`config.mk`:
```
export PLATFORM = sky130hd
export DESIGN_NAME = mcu_ctrl_mw
export DESIGN_NICKNAME = d
export VERILOG_FILES = /design/src/rtl/mcu_ctrl_mw.sv
export SDC_FILE = /design/constraint.sdc
export NUM_CORES = 1
export LEC_CHECK = 0
export ABC_AREA = 1
export CAP_MARGIN = 30
export CORE_UTILIZATION = 45
export DETAILED_ROUTE_END_ITERATION = 10
export PLACE_DENSITY = 0.78
export SLEW_MARGIN = 10
export SYNTH_ARGS = -nofsm -noshare
export SYNTH_HDL_FRONTEND = slang
export SYNTH_SLANG_ARGS = --single-unit
```
`constraint.sdc`:
```
create_clock -name clk -period 3.4 [get_ports clk]
set_clock_uncertainty 0.15 [all_clocks]
set_input_delay 0.85 -clock clk [delete_from_list [all_inputs] [get_ports clk]]
set_output_delay 0.85 -clock clk [all_outputs]
set_load 0.02 [all_outputs]
```
`src/rtl/mcu_ctrl_mw.sv`:
```
// Multicycle control FSM for the bus-based MIPS datapath: registered control word,
// memory wait-state handshake with timeout, trap on illegal opcode/timeout, retire counter.
module mcu_ctrl_mw #(
  parameter int              OP_W     = 6,
  parameter logic [OP_W-1:0] OPC_R    = 6'h00,
  parameter logic [OP_W-1:0] OPC_J    = 6'h02,
  parameter logic [OP_W-1:0] OPC_BEQ  = 6'h04,
  parameter logic [OP_W-1:0] OPC_BNE  = 6'h05,
  parameter logic [OP_W-1:0] OPC_ADDI = 6'h08,
  parameter logic [OP_W-1:0] OPC_LW   = 6'h23,
  parameter logic [OP_W-1:0] OPC_SW   = 6'h2B,
  parameter int              TMO      = 15,
  parameter int              CNT_W    = 32
) (
  input  logic             clk,
  input  logic             rst,
  input  logic [OP_W-1:0]  inst,
  input  logic             Zero,
  input  logic             mem_ready,
  output logic [23:0]      ctrl,
  output logic             trap,
  output logic [1:0]       trap_cause,
  output logic [CNT_W-1:0] retired,
  output logic [4:0]       state_dbg
);

  typedef enum logic [4:0] {
    S_RST, FETCH0, FETCH1, INC, DECODE, LW_A, SW_A, AI_EX, LW_M, SW_M, LW_RD,
    LW_WB, SW_D, SW_WR, R_EX, R_WB, AI_WB, BR_CMP, BR_T, BR_W, JMP, TRAP
  } state_t;

  localparam logic [23:0] PCSRC = 24'h1 << 0,  PCOE  = 24'h1 << 1,  PCWR   = 24'h1 << 2;
  localparam logic [23:0] AWR   = 24'h1 << 3,  AOE   = 24'h1 << 4,  IRWR   = 24'h1 << 5;
  localparam logic [23:0] IMMOE = 24'h1 << 6,  REGWR = 24'h1 << 7,  REG1OE = 24'h1 << 8;
  localparam logic [23:0] REG2OE = 24'h1 << 9, GOE   = 24'h1 << 10, DIR    = 24'h1 << 11;
  localparam logic [23:0] MEMOE = 24'h1 << 12, MDRSRC = 24'h1 << 13, MDROE = 24'h1 << 14;
  localparam logic [23:0] MDRWR = 24'h1 << 15, MEMRD = 24'h1 << 16, MEMWR  = 24'h1 << 17;
  localparam logic [23:0] MARWR = 24'h1 << 18, REGDST = 24'h1 << 19;
  localparam logic [23:0] ALU01 = 24'h1 << 20, ALU10 = 24'h2 << 20;
  localparam logic [23:0] EXT01 = 24'h1 << 22, EXT10 = 24'h2 << 22, EXT11 = 24'h3 << 22;
  localparam logic [7:0]  TMO_C = 8'(TMO);

  state_t     state, nxt;
  logic [7:0] waitCnt;
  logic       isBne, isWait;

  function automatic logic [23:0] word(input state_t s);
    case (s)
      FETCH0:             return PCOE | MARWR | GOE | DIR;
      FETCH1:             return MEMRD | MEMOE | IRWR;
      INC:                return PCOE | IMMOE | EXT10 | AWR;
      DECODE, BR_W:       return AOE | PCSRC | PCOE | PCWR;
      LW_A, SW_A, AI_EX:  return REG1OE | IMMOE | AWR;
      LW_M, SW_M:         return AOE | MARWR;
      LW_RD:              return MEMRD | MDRSRC | MDRWR;
      LW_WB:              return MDROE | GOE | DIR | REGWR;
      SW_D:               return REG2OE | GOE | MDRWR;
      SW_WR:              return MEMWR;
      R_EX:               return REG1OE | REG2OE | ALU01 | AWR;
      R_WB:               return AOE | REGWR | REGDST;
      AI_WB:              return AOE | REGWR;
      BR_CMP:             return REG1OE | REG2OE | ALU10;
      BR_T:               return PCOE | IMMOE | EXT01 | AWR;
      JMP:                return IMMOE | EXT11 | PCOE | PCWR;
      default:            return 24'h0;
    endcase
  endfunction

  assign isWait    = (state == FETCH1) || (state == LW_RD) || (state == SW_WR);
  assign state_dbg = state;

  // Next-state selection; wait states stall until ready, ready beats the timeout.
  always_comb begin
    nxt = state;
    case (state)
      S_RST:  nxt = FETCH0;
      FETCH0: nxt = FETCH1;
      FETCH1: nxt = mem_ready ? INC : ((waitCnt == TMO_C) ? TRAP : FETCH1);
      INC:    nxt = DECODE;
      DECODE: begin
        if (inst == OPC_LW)                         nxt = LW_A;
        else if (inst == OPC_SW)                    nxt = SW_A;
        else if (inst == OPC_R)                     nxt = R_EX;
        else if (inst == OPC_ADDI)                  nxt = AI_EX;
        else if (inst == OPC_BEQ || inst == OPC_BNE) nxt = BR_CMP;
        else if (inst == OPC_J)                     nxt = JMP;
        else                                        nxt = TRAP;
      end
      LW_A:   nxt = LW_M;
      SW_A:   nxt = SW_M;
      AI_EX:  nxt = AI_WB;
      LW_M:   nxt = LW_RD;
      SW_M:   nxt = SW_D;
      LW_RD:  nxt = mem_ready ? LW_WB : ((waitCnt == TMO_C) ? TRAP : LW_RD);
      LW_WB:  nxt = FETCH0;
      SW_D:   nxt = SW_WR;
      SW_WR:  nxt = mem_ready ? FETCH0 : ((waitCnt == TMO_C) ? TRAP : SW_WR);
      R_EX:   nxt = R_WB;
      R_WB:   nxt = FETCH0;
      AI_WB:  nxt = FETCH0;
      BR_CMP: nxt = (isBne ? ~Zero : Zero) ? BR_T : FETCH0;
      BR_T:   nxt = BR_W;
      BR_W:   nxt = FETCH0;
      JMP:    nxt = FETCH0;
      TRAP:   nxt = TRAP;
      default: nxt = S_RST;
    endcase
  end

  // Every return to FETCH0 (other than out of reset) completes an instruction.
  always_ff @(posedge clk or posedge rst) begin
    if (rst) begin
      state      <= S_RST;
      ctrl       <= 24'h0;
      trap       <= 1'b0;
      trap_cause <= 2'b00;
      retired    <= '0;
      waitCnt    <= 8'h0;
      isBne      <= 1'b0;
    end else begin
      state <= nxt;
      ctrl  <= word(nxt);
      if (isWait && !mem_ready && nxt == state) waitCnt <= waitCnt + 8'h1;
      else                                      waitCnt <= 8'h0;
      if (nxt == FETCH0 && state != S_RST) retired <= retired + CNT_W'(1);
      if (nxt == TRAP && state != TRAP) begin
        trap       <= 1'b1;
        trap_cause <= (state == DECODE) ? 2'b01 : 2'b10;
      end
      if (state == DECODE) isBne <= (inst == OPC_BNE);
    end
  end

endmodule
```
==> results of run 1 <==
==> metal layers <==
| layer | GRT usage (%) | wire (µm) | vias up |
|---|---|---|---|
| met5 | 0 | 0 | - |
| met4 | 8.74 | 267 | 0 |
| met3 | 5.15 | 676 | 30 |
| met2 | 39.2 | 5000 | 158 |
| met1 | 27.1 | 4290 | 1824 |
| li1 | - | - | 1975 |
==> cell families (layout without fill, tap and decap cells) <==
kind of cell | after synthesis | count (layout)
simple gates | 364 | 365
flops | 72 | 72
fa+ha+maj | 6 | 6
compound gates | 22 | 22
xor+xnor | 33 | 33
buf+inv | 66 | 160
==> final cells by class <==
type | count | area, µm² | area share, %
clock buffers | 9 | 124 | 2.34
multi-input cells | 426 | 2050 | 38.8
flip-flops and latches | 72 | 1800 | 34.0
inverters | 55 | 206 | 3.90
well taps | 108 | 135 | 2.55
repair buffers | 89 | 888 | 16.8
clock inverters | 7 | 83.8 | 1.58
==> report_power, final <==
group	switching [W]	internal, W	total, W
combinational	0.00138	0.000766	0.00215
clock	0.000353	0.000353	0.000706
sequential	0.000122	0.00101	0.00113
total	0.00186	0.00212	0.00398
==> flip-flops by register name, indices dropped and copies added, names as in the netlist <==
| signal | count |
|---|---|
| trap | 1 |
| isBne | 1 |
| trap_cause | 2 |
| state_dbg | 5 |
| ctrl | 23 |
| waitCnt | 8 |
| retired | 32 |
==> critical path: stages <==
cell and delay (ns):
clkdlybuf4s50_1 0.46, inv_1 0.10, nand4_1 0.14, nand2_1 0.09, nand2_1 0.06, nor3_1 0.24
ha_1 0.23, nand2_2 0.13, nor2_4 0.37, nand2_2 0.12, buf_12 0.20, nand2_1 0.07
nand2_1 0.06
==> metrics by stage <==
stage	utilization, %	setup WS [ns]
6_report	60.1	0.358
4_1_cts	59.8	0.185
3_5_place_dp	57.5	-0.182
2_1_floorplan	-	0.575
3_3_place_gp	57.5	-0.152
5_1_grt	60.1	0.127
==> how the worst min path moves through the flow <==
stage / start / to / slack, ns / cells after the start
final: waitCnt[0] / waitCnt[0] / 0.32 / 1
after global routing: waitCnt[0] / waitCnt[0] / 0.33 / 1
after CTS: waitCnt[0] / waitCnt[0] / 0.32 / 1
after detailed placement: waitCnt[0] / waitCnt[0] / 0.31 / 1
after global placement: trap / trap / 0.30 / 2
after floorplan: waitCnt[0] / waitCnt[0] / 0.28 / 1
==> cell usage in the layout (no fill, tap or decap), types with 4 or more instances in the layout <==
cell             netlist  routed
dfrtp_1               72      72
ha_1                   6       6
clkdlybuf4s50_1        0      73
inv_2                  5       6
nor2_1                76      76
nor3b_1                4       4
nor2_2                 5       6
xor2_1                21      21
inv_1                 50      49
nand2_2                5       5
nand4_1               11      11
a21oi_1                4       4
clkbuf_8               0       9
xnor2_1               12      12
nand2_1              171     171
o21ai_1                4       4
buf_4                  5      13
nor3_1                13      13
o21ai_0                9       9
nand3_1               75      75
==> flow_summary.toml, run 1 <==
[logic_synthesis]
synth-edff-count = 0
synth_mux_area_share_pct = 0
async_flop_share_pct = 100
yosys.area.top_type = "dfrtp_1"
syn_area_per_cell_um2 = 7.35
synth_top_family_by_area = "simple AND/OR/NAND/NOR gates"
yosys.area_share.adder_pct = 1.81
synth_nets = 579
compound_gate_fraction_of_synth_area_pct = 2.87
synth_warnings = 0
synth_top_cells_by_area = "dfrtp_1 44%, nand2_1 16%, nand3_1 9.1%"
synth_area_um2 = 4140
synth.cells.most_frequent = "171 x nand2_1, 76 x nor2_1, 75 x nand3_1"
sequential_cell_area_fraction_in_the_yosys_report_pct = 43.5
synth_cells = 563
synth-main-ff-cell = "dfrtp_1"
yosys.area_share.simple_pct = 37.8
yosys_register_bits = 72
synth.most_common_cell = "nand2_1"
number_of_distinct_library_cell_variants_in_the_gate_level_netlist_after_synthesis = 26
post-synth-top-area-fraction_pct = 43.5
yosys.area_share.xor_xnor_pct = 6.98

[route]
via_count = 3987
avgRoutedWirePerCell_um = 13.4
route.final.wire_length_mm = 10.2
detail_route.iter0.violations = 250
dr.pass1.iters = 8
ant_nets = 0
via_per_inst = 5.20
drc = 8

[outcome]
failing_checks = "design-rule violations"
status = "finished, violations left"

[clock_tree]
hold_buffers = 0
clock-root-buffer = "clkbuf_8"
cts_buf_count = 9
clock_sinks = 72
cts_setup_buffers = 0
path_clk_slew_ns = 0.07
max-clock-path-buffers = 2
cts_max_level = 3
cts_tree = "yes"
clock_latency_ns = 0.35
cts_resized = 0

[die]
die_y_um = 97.9
floorplan_core_area_um2 = 8810
fp.dieW_um = 97.9
row_count = 34
start_util_pct = 47.0
dieArea_um2 = 9590
io-pin-count = 74

[place]
port_buffer_count = 73
place_hpwl_mm = 7.55
placedCellCount = 748
placer_s_final_routability_congestion_estimate = 0.986
placement.cell_area_um2 = 5060

[setup_path]
classification_of_the_worst_setup_path = "primary input to register"
setup.worst_path.start_class = "primary input"
ff2ff_setup_slack_ns = 0.52
critical_path_required_ns = 3.48
setup.worst_path.start = "mem_ready"
critical_path.endpoint_type = "register"
timing.critical_path.fanout_max = 32
r2r_cells = 14
crit_arrival_ns = 3.12
critPathCapture = "retired[19]"
worstReg2RegEnd = "retired[19]"
r2r_start = "state_dbg[1]"

[finish]
nets = 669
synth_to_final_area_change_pct = 27.9
final_cells = 766
num_antenna_cells = 0
drive_gt1_share_pct = 7.75
nFillCells = 778
stdcell_area_um2 = 5290

[sta]
grt_setup_unrepaired = "no"
hold_slack_ns = 0.320
slew_worst_pin_ns = 0.714
report.final.slew_viol_count = 0
setup-tns-final_ns = 0
finalHoldViolations = 0
slew_headroom_pct = 52.3
layout_min_cycle_time_ns = 3.04
max_freq_ghz = 0.329
report.final.setup_viol = 0
final_min_period_over_clock_period_pct = 89.5

[global_route]
grt.total_usage_pct = 22.5
grt_overflow_total = 0
grt_pass1_wl_mm = 17.5
pin_count_of_the_biggest_net_entering_global_routing = 40
antenna_violations_before_repair = 0
first_global_vias = 3879

[pwr]
max-vdd-ir-drop_mv = 0.599
leakage_nw = 2.70
total_power_w = 0.00398
p_per_area_nw_per_um2 = 753

[hold_path]
hold_path.class = "register to register"

[run]
cap_violations = 0
(Power assumes the default switching activity.)
==> run 2, diff against run 1 <==
--- a/config.mk
+++ b/config.mk
@@ -7,9 +7,10 @@
 export LEC_CHECK = 0
 export ABC_AREA = 1
 export CAP_MARGIN = 30
-export CORE_UTILIZATION = 45
+export CORE_UTILIZATION = 50
 export DETAILED_ROUTE_END_ITERATION = 10
-export PLACE_DENSITY = 0.78
+export PLACE_DENSITY = 0.84
+export SKIP_CTS_REPAIR_TIMING = 1
 export SLEW_MARGIN = 10
 export SYNTH_ARGS = -nofsm -noshare
 export SYNTH_HDL_FRONTEND = slang
==> run 2 against run 1 <==
The run now ends clean. Sequential cell count is the same. Register-to-register slack gained 0.07 ns. Largest power group unchanged. Clock power grew 3.0%. Critical path type unchanged. Total power grew 1.0%.
==> flow_summary.toml, run 2 (synthesis results as in run 1) <==
[global_route]
pin_count_of_the_biggest_net_entering_global_routing = 73
first_global_vias = 3880
grt.total_usage_pct = 26.0
grt_pass1_wl_mm = 17.7
grt_overflow_total = 0
antenna_violations_before_repair = 0

[setup_path]
setup.worst_path.start_class = "primary input"
classification_of_the_worst_setup_path = "primary input to register"
critical_path_required_ns = 3.54
ff2ff_setup_slack_ns = 0.59
r2r_cells = 12
critical_path.endpoint_type = "register"
timing.critical_path.fanout_max = 32
r2r_start = "state_dbg[2]"
worstReg2RegEnd = "retired[15]"
crit_arrival_ns = 3.19

[clock_tree]
clock-root-buffer = "clkbuf_8"
cts_tree = "yes"
clock_latency_ns = 0.36
path_clk_slew_ns = 0.08
cts_max_level = 3
max-clock-path-buffers = 2
clock_sinks = 72
cts_buf_count = 9

[finish]
largest_register_ff_count = 32
most-common-layout-cells = "171 x nand2_1, 76 x nor2_1, 75 x nand3_1, 73 x clkdlybuf4s50_1, 72 x dfrtp_1"
synth_to_final_area_change_pct = 28.0
largest-register = "retired"
num_antenna_cells = 0
drive_gt1_share_pct = 8.17
stdcell_area_um2 = 5300
largest_registers = "retired (32), ctrl (23), waitCnt (8)"
area_occupied_by_multi_input_gates_um2 = 2050
final-seq-area_um2 = 1800
nets = 672
mostFrequentLayoutCell = "nand2_1"
nFillCells = 679

[hold_path]
holdPathStages = 1
hold_path.class = "register to register"
min-delay-start = "waitCnt[0]"
worst_hold_path.endpoint = "waitCnt[0]"

[sta]
slew_headroom_pct = 56.7
layout_min_cycle_time_ns = 3.05
postLayoutSetupSlackWorst_ns = 0.351
setup-tns-final_ns = 0
grt_setup_unrepaired = "no"
slew_worst_pin_ns = 0.648
max_freq_ghz = 0.328
report.final.setup_viol = 0
report.final.slew_viol_count = 0
final_min_period_over_clock_period_pct = 89.7
finalHoldViolations = 0

[route]
detail_route.iter0.violations = 201
ant_nets = 0
route.final.wire_length_mm = 10.6
drc = 0
via_count = 4027
avgRoutedWirePerCell_um = 13.9
via_per_inst = 5.28
dr.pass1.iters = 7

[place]
place_hpwl_mm = 7.71
place_worst_setup_slack_ns = -0.190
placer_s_final_routability_congestion_estimate = 0.967
placement.cell_area_um2 = 5070
port_buffer_count = 73

[die]
row_count = 32
fp.dieW_um = 93.0
dieArea_um2 = 8650
start_util_pct = 52.7
io-pin-count = 74
die_y_um = 93.0
floorplan_core_area_um2 = 7850

[pwr]
p_per_area_nw_per_um2 = 760
leakage_nw = 2.71
total_power_w = 0.00403
max-vdd-ir-drop_mv = 0.562

[outcome]
status = "finished, final reports clean"

[run]
cap_violations = 0
run 2: layout make-up:
cell class	count	share of cell area [%]
flip-flops and latches	72	34.0
multi-input cells	426	38.8
inverters	55	3.90
clock inverters	7	1.58
repair buffers	92	17.0
well taps	102	2.41
clock buffers	9	2.34
run 2: metal layers:
| layer | vias up | track usage [%] | part of all wire, % |
|---|---|---|---|
| met3 | 22 | 5.61 | 5.2 |
| met4 | 0 | 10.3 | 2.8 |
| met2 | 140 | 45.5 | 50 |
| li1 | 1982 | - | - |
| met1 | 1883 | 31.0 | 42 |
| met5 | - | 0 | 0 |
run 2: power by group:
| group | switching, W | internal [W] |
|---|---|---|
| Sequential | 0.000126 | 0.00101 |
| Combinational | 0.00137 | 0.000797 |
| Clock | 0.000374 | 0.000353 |
| Total | 0.00187 | 0.00216 |
run 2: per-stage QoR:
stage | hold slack, ns | util (%) | std cells
2_1_floorplan | 0.283 | - | 563
3_3_place_gp | 0.297 | 64.6 | 744
3_5_place_dp | 0.308 | 64.6 | 744
4_1_cts | 0.329 | 67.2 | 760
5_1_grt | 0.347 | 67.5 | 763
6_report | 0.327 | 67.5 | 763
run 2: critical path: stages:
cell             delay [ns]
clkdlybuf4s50_1        0.53
nand2_1                0.09
nor2_1                 0.13
nand2_1                0.09
buf_4                  0.14
nand3_1                0.07
nor2_1                 0.04
nor3_1                 0.26
inv_1                  0.12
ha_1                   0.24
nand2_2                0.15
nor2_4                 0.06
nand2_2                0.07
buf_12                 0.19
nand2_1                0.08
nand2_1                0.07
run 2: how the worst max path moves through the flow:
stage	from	endpoint	depth (start not counted)
floorplan	rst	ctrl[0]	1
global placement	mem_ready	retired[1]	13
detailed placement	mem_ready	retired[13]	13
CTS	inst[2]	retired[13]	16
global route	inst[2]	retired[1]	14
finish	inst[0]	retired[13]	16
==> run 3, diff against run 2 <==
--- a/config.mk
+++ b/config.mk
@@ -9,6 +9,7 @@
 export CAP_MARGIN = 30
 export CORE_UTILIZATION = 50
 export DETAILED_ROUTE_END_ITERATION = 10
+export HOLD_SLACK_MARGIN = 0.02
 export PLACE_DENSITY = 0.84
 export SKIP_CTS_REPAIR_TIMING = 1
 export SLEW_MARGIN = 10
==> results of run 3 <==
The final DEF is identical to that of run 2; final timing and power are the same.
